==> config.mk <==
export PLATFORM = sky130hd
export DESIGN_NAME = conv_result_writer
export DESIGN_NICKNAME = d
export VERILOG_FILES = /design/src/rtl/npu_pkg.sv /design/src/rtl/npu_sync_fifo.sv /design/src/rtl/conv_result_writer.sv
export SDC_FILE = /design/constraint.sdc
export NUM_CORES = 1
export LEC_CHECK = 0
export BUFFER_PORTS_ARGS = -buffer_cell sky130_fd_sc_hd__buf_2
export CAP_MARGIN = 20
export CORE_UTILIZATION = 58
export CTS_CLUSTER_DIAMETER = 50
export DETAILED_ROUTE_END_ITERATION = 8
export GPL_TIMING_DRIVEN = 0
export PLACE_DENSITY = 0.78
export SLEW_MARGIN = 20
export SYNTH_ARGS = -nofsm -noshare
export SYNTH_HDL_FRONTEND = slang
export SYNTH_SLANG_ARGS = --single-unit
==> constraint.sdc <==
create_clock -name i_clk -period 4.5 [get_ports i_clk]
set_input_delay 0.225 -clock i_clk [delete_from_list [all_inputs] [get_ports i_clk]]
set_output_delay 0.225 -clock i_clk [all_outputs]
set_load 0.02 [all_outputs]
==> src/rtl/npu_pkg.sv <==
// Shared types, default parameters and helpers for the convolve result writer.
package npu_pkg;
    localparam int DEF_IMG_W  = 28;
    localparam int DEF_K      = 3;
    localparam int DEF_STRIDE = 1;
    localparam int DEF_ACC_W  = 20;
    localparam int DEF_SHIFT  = 4;
    localparam int DEF_FIFO_D = 4;
    localparam int ADDR_W     = 10;

    typedef enum logic [1:0] {
        S_IDLE = 2'd0,
        S_RUN  = 2'd1,
        S_DONE = 2'd2
    } wr_state_t;

    function automatic int out_w(input int img_w, input int k, input int stride);
        return (img_w - k) / stride + 1;
    endfunction

    function automatic logic [7:0] sat_u8(input logic [31:0] p);
        return (p > 32'd255) ? 8'd255 : p[7:0];
    endfunction
endpackage

==> src/rtl/npu_sync_fifo.sv <==
// Synchronous FIFO with registered read data, full/empty flags and a synchronous flush.
module npu_sync_fifo #(
    parameter int WIDTH = 40,
    parameter int DEPTH = 4
) (
    input  logic             i_clk,
    input  logic             i_rst,
    input  logic             i_push,
    input  logic             i_pop,
    input  logic             i_flush,
    input  logic [WIDTH-1:0] i_wdata,
    output logic [WIDTH-1:0] o_rdata,
    output logic             o_full,
    output logic             o_empty
);
    localparam int AW = $clog2(DEPTH);

    logic [WIDTH-1:0] r_mem [DEPTH];
    logic [AW:0]      r_wptr;
    logic [AW:0]      r_rptr;
    logic             w_do_push;
    logic             w_do_pop;

    // Extra pointer bit tells full from empty when the indices match.
    assign o_empty   = (r_wptr == r_rptr);
    assign o_full    = (r_wptr[AW] != r_rptr[AW]) && (r_wptr[AW-1:0] == r_rptr[AW-1:0]);
    assign w_do_push = i_push && !o_full;
    assign w_do_pop  = i_pop && !o_empty;

    always_ff @(posedge i_clk) begin
        if (w_do_push && !i_flush) begin
            r_mem[r_wptr[AW-1:0]] <= i_wdata;
        end
    end

    always_ff @(posedge i_clk or posedge i_rst) begin
        if (i_rst) begin
            r_wptr  <= '0;
            r_rptr  <= '0;
            o_rdata <= '0;
        end else if (i_flush) begin
            r_wptr <= '0;
            r_rptr <= '0;
        end else begin
            if (w_do_push) begin
                r_wptr <= r_wptr + (AW+1)'(1);
            end
            if (w_do_pop) begin
                o_rdata <= r_mem[r_rptr[AW-1:0]];
                r_rptr  <= r_rptr + (AW+1)'(1);
            end
        end
    end
endmodule

==> src/rtl/conv_result_writer.sv <==
// Buffers (sum1, sum2) result pairs, requantizes each sum to 8 bits and writes the
// pixels in raster order to the output feature-map memory, one pixel per cycle.
module conv_result_writer
    import npu_pkg::*;
#(
    parameter int IMG_W  = DEF_IMG_W,
    parameter int K      = DEF_K,
    parameter int STRIDE = DEF_STRIDE,
    parameter int ACC_W  = DEF_ACC_W,
    parameter int SHIFT  = DEF_SHIFT,
    parameter int FIFO_D = DEF_FIFO_D
) (
    input  logic              i_clk,
    input  logic              i_rst,
    input  logic              i_start,
    input  logic [ADDR_W-1:0] i_dst_start_addr,
    input  logic              i_res_valid,
    input  logic [ACC_W-1:0]  i_res_sum1,
    input  logic [ACC_W-1:0]  i_res_sum2,
    output logic              o_res_ready,
    output logic              o_wr_en,
    output logic [ADDR_W-1:0] o_wr_addr,
    output logic [7:0]        o_wr_data,
    output logic              o_busy,
    output logic              o_done
);
    localparam int              OUT_W = out_w(IMG_W, K, STRIDE);
    localparam int              RC_W  = $clog2(OUT_W);
    localparam logic [RC_W-1:0] LAST  = RC_W'(OUT_W - 1);

    wr_state_t          r_state;
    wr_state_t          w_state_nxt;
    logic [ADDR_W-1:0]  r_base;
    logic [ADDR_W-1:0]  r_cnt;
    logic [RC_W-1:0]    r_row;
    logic [RC_W-1:0]    r_col;
    logic               r_have;
    logic               r_sel;
    logic               r_fin;
    logic               r_last_q;
    logic               w_full;
    logic               w_empty;
    logic               w_push;
    logic               w_pop;
    logic               w_flush;
    logic               w_fire;
    logic               w_pair_end;
    logic               w_last_px;
    logic [2*ACC_W-1:0] w_rdata;
    logic [ACC_W-1:0]   w_sum;

    npu_sync_fifo #(
        .WIDTH (2*ACC_W),
        .DEPTH (FIFO_D)
    ) u_fifo (
        .i_clk   (i_clk),
        .i_rst   (i_rst),
        .i_push  (w_push),
        .i_pop   (w_pop),
        .i_flush (w_flush),
        .i_wdata ({i_res_sum2, i_res_sum1}),
        .o_rdata (w_rdata),
        .o_full  (w_full),
        .o_empty (w_empty)
    );

    assign o_res_ready = (r_state == S_RUN) && !w_full && !r_fin;
    assign w_push      = i_res_valid && o_res_ready;
    assign w_fire      = (r_state == S_RUN) && r_have && !r_fin;
    // A pair ends after sum2, or after sum1 when sum1 already sits on the last column.
    assign w_pair_end  = w_fire && (r_sel || (r_col == LAST));
    assign w_last_px   = w_fire && (r_row == LAST) && (r_col == LAST);
    assign w_pop       = (r_state == S_RUN) && !r_fin && !w_empty && !w_last_px
                         && (!r_have || w_pair_end);
    assign w_flush     = (r_state == S_DONE);
    assign w_sum       = r_sel ? w_rdata[2*ACC_W-1:ACC_W] : w_rdata[ACC_W-1:0];
    assign o_busy      = (r_state == S_RUN);
    assign o_done      = (r_state == S_DONE);

    always_comb begin
        w_state_nxt = r_state;
        case (r_state)
            S_IDLE:  if (i_start) w_state_nxt = S_RUN;
            S_RUN:   if (r_last_q) w_state_nxt = S_DONE;
            S_DONE:  w_state_nxt = S_IDLE;
            default: w_state_nxt = S_IDLE;
        endcase
    end

    always_ff @(posedge i_clk or posedge i_rst) begin
        if (i_rst) begin
            r_state   <= S_IDLE;
            r_base    <= '0;
            r_cnt     <= '0;
            r_row     <= '0;
            r_col     <= '0;
            r_have    <= 1'b0;
            r_sel     <= 1'b0;
            r_fin     <= 1'b0;
            r_last_q  <= 1'b0;
            o_wr_en   <= 1'b0;
            o_wr_addr <= '0;
            o_wr_data <= '0;
        end else begin
            r_state  <= w_state_nxt;
            r_last_q <= w_last_px;
            o_wr_en  <= w_fire;
            if ((r_state == S_IDLE) && i_start) begin
                r_base <= i_dst_start_addr;
                r_cnt  <= '0;
                r_row  <= '0;
                r_col  <= '0;
                r_sel  <= 1'b0;
                r_have <= 1'b0;
                r_fin  <= 1'b0;
            end else if (r_state == S_DONE) begin
                r_have <= 1'b0;
            end else begin
                if (w_pop) begin
                    r_have <= 1'b1;
                end else if (w_pair_end) begin
                    r_have <= 1'b0;
                end
                if (w_last_px) begin
                    r_fin <= 1'b1;
                end
                if (w_fire) begin
                    // Pixel index equals row*OUT_W+col, so base+count gives the same 10-bit address.
                    o_wr_addr <= r_base + r_cnt;
                    o_wr_data <= sat_u8(32'(w_sum >> SHIFT));
                    r_cnt     <= r_cnt + ADDR_W'(1);
                    r_sel     <= !w_pair_end;
                    if (r_col == LAST) begin
                        r_col <= '0;
                        r_row <= r_row + RC_W'(1);
                    end else begin
                        r_col <= r_col + RC_W'(1);
                    end
                end
            end
        end
    end
endmodule

==> results of run 1 <==
## final cells by class
| class | count | area, um^2 |
|---|---|---|
| fill | 945 | 4230 |
| multi-input combinational | 316 | 2700 |
| clock buffer | 31 | 679 |
| sequential | 221 | 6170 |
| buffer | 21 | 115 |
| tap | 188 | 235 |
| timing repair buffer | 115 | 881 |
| inverter | 11 | 43.8 |
| clock inverter | 12 | 141 |
## metrics by stage
step | setup WS (ns) | power [mW] | util | hold WS, ns | area, um^2
6_report | 2.19 | 6.69 | 0.722 | 0.150 | 11000
5_1_grt | 2.05 | 6.99 | 0.722 | 0.155 | 11000
4_1_cts | 2.18 | 6.71 | 0.722 | 0.132 | 11000
3_5_place_dp | 2.22 | 4.65 | 0.639 | 0.310 | 9720
3_3_place_gp | 0.900 | 4.52 | 0.631 | 0.416 | 9600
2_1_floorplan | 1.85 | 4.15 | - | 0.324 | 9020
## worst max-delay path by stage
| stage | endpoint | cells past startpoint |
|---|---|---|
| finish | u_fifo.r_mem[1][26] | 6 |
| floorplan | o_wr_addr[0] | 1 |
| CTS | u_fifo.r_mem[2][14] | 6 |
| global placement | u_fifo.o_rdata[18] | 2 |
| global route | u_fifo.r_mem[2][14] | 6 |
| detailed placement | u_fifo.r_mem[1][8] | 6 |
## worst max-delay path, cell delays in order, from the launching register on
cell,delay (ns)
dfrtp_1,0.36
buf_2,0.27
xor2_1,0.24
nor2_1,0.06
a21boi_1,0.30
and3_2,0.52
buf_12,0.24
## where the power goes
group,switching (mW),total (mW),internal [mW]
combinational,0.915,1.85,0.937
sequential,0.250,2.83,2.58
clock,0.768,2.00,1.24
total,1.93,6.69,4.75
## what timing repair did
action | in CTS | in global routing
endpoints found under the hold margin | 178 | 0
hold buffers | 43 | 0
buffers inserted | 0 | 0
## routing by layer
layer / wire length (um) / share of wire / global-route usage / vias to the layer above
met4: 597 / 0.033 / 0.0952 / 0
li1: - / - / - / 2402
met5: 0 / 0 / 0 / -
met2: 9170 / 0.51 / 0.417 / 147
met1: 7470 / 0.41 / 0.298 / 2715
met3: 815 / 0.045 / 0.0380 / 44
## registers in the layout, indices dropped and copies added (netlist names)
name / flops
u_fifo.o_rdata: 32
u_fifo.r_mem: 128
u_fifo.r_rptr: 3
o_wr_en: 1
o_wr_addr: 10
r_state: 2
r_row: 5
r_sel: 1
o_wr_data: 8
r_cnt: 10
r_col: 5
r_last_q: 1
r_base: 10
r_fin: 1
r_have: 1
u_fifo.r_wptr: 3
## cells in the final DEF, fill, tap and decap left out, types with 4 or more instances in the layout
| cell type | count |
|---|---|
| buf_2 | 72 |
| dfrtp_1 | 93 |
| mux2_2 | 7 |
| clkbuf_16 | 26 |
| dlygate4sd3_1 | 43 |
| and3_1 | 6 |
| ha_1 | 19 |
| buf_6 | 4 |
| clkinv_2 | 6 |
| a31oi_1 | 4 |
| o21ai_0 | 33 |
| mux2i_1 | 10 |
| mux2_4 | 25 |
| mux4_2 | 32 |
| a21oi_1 | 19 |
| nand4_1 | 6 |
| nor2_1 | 32 |
| nand2_1 | 64 |
| xor2_1 | 15 |
| clkbuf_1 | 16 |
| edfxtp_1 | 128 |
| xnor2_1 | 5 |
| inv_1 | 9 |
| nor3_1 | 5 |
| nand2b_1 | 4 |
| and3_2 | 4 |
## kinds of logic after synthesis
family,after synthesis
adders and majority gates,20
AOI/OAI and AO/OA,67
muxes,74
buffers and inverters,32
xor gates and xnor gates,20
DFF,221
and+or+nand+nor,135
==> metrics, run 1 <==
nature of the critical path endpoint register; CTS root buf clkbuf_16; CTS buffer count 24; combinational family with the most area after synthesis multiplexers; First DRT Iteration DRCs 411; Hold Crit Class input port to register; maximum vdd drop 0.390 mV; Via density 5.80; most frequent cell after synthesis edfxtp_1; P per Cell Area 610 nW/um^2; fin crit period 2.31 ns; n_diodes 0; GP Congestion 0.849; Layout area overhead 21.5%; most instantiated cells after synthesis edfxtp_1 (128), dfrtp_1 (93), nand2_1 (64); Crit Path Max Fanout 20; Cells after DPL 829; synthesized area 9020 um^2; CTS resizes 0; Post-Syn Nets 643; Worst Path Required 4.71 ns; final WL 18.1 mm; Critical Path Start u_fifo.r_rptr[0]; sequential area share after synthesis 0.684; DRT antenna net count 0; CTS tree yes; post-synthesis mux area share 0.141; Non-Filler Instances 915; global-route wire length before repair 29.1 mm; Worst-Margin Slew 0.808 ns; Startpoint Class register; share of cells above drive strength 1 0.264; IO buf count 67; final setup vio count 0; placement row count 45; Ys Warns 0; die width 127 um; Die H 127 um; dpl hpwl 11.2 mm; Clk pin slew, worst setup/hold paths 0.06 ns; Slew headroom 0.461; final max-slew violation count 0; Synth area leader edfxtp_1; Final TNS setup 0 ns; Arr. time, crit path 2.52 ns; GRT Resource Usage Total 0.238; fin nets 784; clock sink count 221; Final period util 0.514; Longest Clk Path Bufs 3; largest net degree at the start of global routing 54; Yosys cell types 41; per-cell routed wire length 19.7 um; CTS H-tree depth 1; I/O pins 76; Congestion Overflow GR 0; initial antenna violation count 0; Synth Instances 569; critical path type register to register; Die Area 16100 um^2; syn avg cell area 15.9 um^2; # DRC 0; worst r2r src u_fifo.r_rptr[0]; RR Endpoint u_fifo.r_mem[1][26]; ys async rst share 0.421; WHS Endpoint u_fifo.r_wptr[1]; Starting Density 0.594; Final Skew 0.0161 ns; Worst Min Path Start i_res_valid; Post-Synth XOR/XNOR Area 0.0194; Clock Latency Late Sink 0.51 ns; vias in the first global route 5591; Max Cap Violations 0; P_leak 4.40 nW; post-synthesis adder-cell area fraction 0.0286; Core Area 15200 um^2; number of flops mapped to enable cells by yosys 128; FF+latch count, synth 221; first drt pass iteration count 4; via count 5308; R2R Setup Slk 2.19 ns; main flop type after synthesis edfxtp_1; R2R depth 6; FMAX 432 MHz; hold depth 3; RSZ-0062 raised after global routing no; share of the synthesized area in the top cell type 0.426; simple logic cell fraction of the synthesized area 0.0679; top post-synthesis cells by area edfxtp_1 (43%), dfrtp_1 (26%), mux4_2 (8.0%); status finished, final reports clean; Final Hold Vio Count 0; complex-gate fraction of the synthesized area 0.0417
Power figures use the tool's default switching activity.
==> run 2: changes to the inputs <==
==> constraint.sdc (replaced) <==
create_clock -name i_clk -period 2.3 [get_ports i_clk]
set_input_delay 0.115 -clock i_clk [delete_from_list [all_inputs] [get_ports i_clk]]
set_output_delay 0.115 -clock i_clk [all_outputs]
set_load 0.02 [all_outputs]
==> run 2 against run 1 <==
Effect of this change: clock power rose by 91%; register-to-register slack got worse by 2.1 ns; critical path depth rose by 1; sequential power rose by 95%; first-iteration DRC count fell by 3.9%; design area rose by 0.12%; sequential share of layout area fell by 0.070 points; utilization rose by 0.091 points; global-route usage fell by 0.45 points.
==> metrics, run 2 (same netlist as run 1, synthesis figures left out) <==
dpl hpwl 10.9 mm; R2R depth 7; nature of the critical path endpoint register; RSZ-0062 raised after global routing no; placement row count 45; Longest Clk Path Bufs 3; worst r2r src r_col[0]; I/O pins 76; CTS tree yes; Die Area 16100 um^2; Layout area overhead 21.7%; die width 127 um; status finished, final reports clean; fin crit period 2.18 ns; initial antenna violation count 0; CP most frequent cell buf_6; Hold Crit Class input port to register; largest net degree at the start of global routing 34; global-route wire length before repair 28.6 mm; GRT Resource Usage Total 0.233; DR WL met3 968 um; First DRT Iteration DRCs 395; Final period util 0.949; DRT antenna net count 0; CTS buffer count 24; n_diodes 0; FMAX 458 MHz; Starting Density 0.594; Worst-Margin Slew 0.783 ns; R2R Setup Slk 0.12 ns; maximum vdd drop 0.791 mV; commonest non-fill, non-tap cell in the layout edfxtp_1; met2 routed WL 9.62 mm; Max Cap Violations 0; Crit Path Max Fanout 10; Via density 5.79; final max-slew violation count 0; P_leak 4.38 nW; fin nets 787; critical-path cell list ha_1, and4b_1, buf_6, mux2i_1, a21oi_4, buf_6, mux2_4; via count 5319; IO buf count 67; CTS root buf clkbuf_16; Worst Path Required 2.70 ns; crit-path max cell delay 0.42 ns; P per Cell Area 1190 nW/um^2; final setup vio count 0; most frequent cells in the layout edfxtp_1 (128), dfrtp_1 (93), buf_2 (72); flip-flop count of the largest register after layout 128; vias in the first global route 5652; routed metal-1 wire length 7.49 mm; CTS H-tree depth 1; Slew headroom 0.478; post-place setup slack -0.167 ns; Clock Latency Late Sink 0.52 ns; Final WS setup 0.117 ns; Die H 127 um; Congestion Overflow GR 0; Final Hold Vio Count 0; top layer used by detailed routing met4; clock sink count 221; Final TNS setup 0 ns; Final Skew 0.00791 ns; critical path type register to register; first drt pass iteration count 5; # DRC 0; GP Congestion 0.850; critical path's slowest cell dfrtp_1; Core Area 15200 um^2; final WL 18.6 mm; Critical Path End u_fifo.o_rdata[30]; share of cells above drive strength 1 0.267; Clk pin slew, worst setup/hold paths 0.06 ns; per-cell routed wire length 20.2 um; Startpoint Class register; Arr. time, crit path 2.58 ns; RR Endpoint u_fifo.o_rdata[30]; Layout fillers 963; Critical Path Start r_col[0]
-- run 2: routing by layer --
layer	GRT usage	vias to the layer above
met5	0	-
met1	0.291	2683
met4	0.0798	0
li1	-	2409
met3	0.0350	38
met2	0.419	189
-- run 2: timing repair --
action | 4_1_cts | 5_1_grt
setup buffers | 0 | 0
pin swaps | 0 | 4
endpoints found under the hold margin | 184 | 0
endpoints found under the setup margin | 129 | 129
hold buffers | 44 | 0
resized for setup | 0 | 10
gates cloned | 0 | 4
-- run 2: worst min-delay path by stage --
stage	to	cells past startpoint	slack (ns)	from
floorplan	u_fifo.r_mem[0][10]	0	0.21	i_res_sum1[10]
global placement	r_base[6]	3	0.31	i_dst_start_addr[6]
global route	r_have	3	0.15	i_start
finish	r_have	3	0.12	i_start
CTS	r_have	3	0.11	i_start
detailed placement	r_row[3]	2	0.17	i_rst
-- run 2: cell type report --
type	count	area, um^2	share of cell area
Buffer	21	115	0.0105
Clock buffer	32	671	0.0611
Clock inverter	12	129	0.0117
Inverter	11	45.0	0.00410
Multi-Input combinational cell	320	2770	0.253
Sequential cell	221	6170	0.562
Tap cell	188	235	0.0214
Timing Repair Buffer	114	843	0.0768
-- run 2: stage by stage --
| step | hold slack, ns | instance area [um^2] | total power, mW | utilization | cells |
|---|---|---|---|---|---|
| after CTS | 0.115 | 10900 | 13.0 | 0.718 | 915 |
| after global placement | 0.306 | 9600 | 8.84 | 0.632 | 824 |
| after global routing | 0.153 | 11000 | 13.6 | 0.722 | 919 |
| final | 0.120 | 11000 | 13.0 | 0.722 | 919 |
| after floorplan | 0.214 | 9030 | 8.11 | - | 569 |
| after detailed placement | 0.174 | 9670 | 9.04 | 0.636 | 827 |
-- run 2: worst max-delay path, delay by kind of cell, from the launching register on --
kind	cells	cell delay [ns]
flip-flops	1	0.42
adder cells (fa/ha/maj)	1	0.21
multiplexers	2	0.47
buffers and inverters	2	0.39
AND/OR/NAND/NOR	1	0.20
AO/OA/AOI/OAI	1	0.37
-- run 2: where the power goes --
part           switching (mW)  leakage [nW]  internal (mW)
registers               0.465          2.28           5.05
clock network            1.54         0.392           2.28
logic                    1.86          1.71           1.84
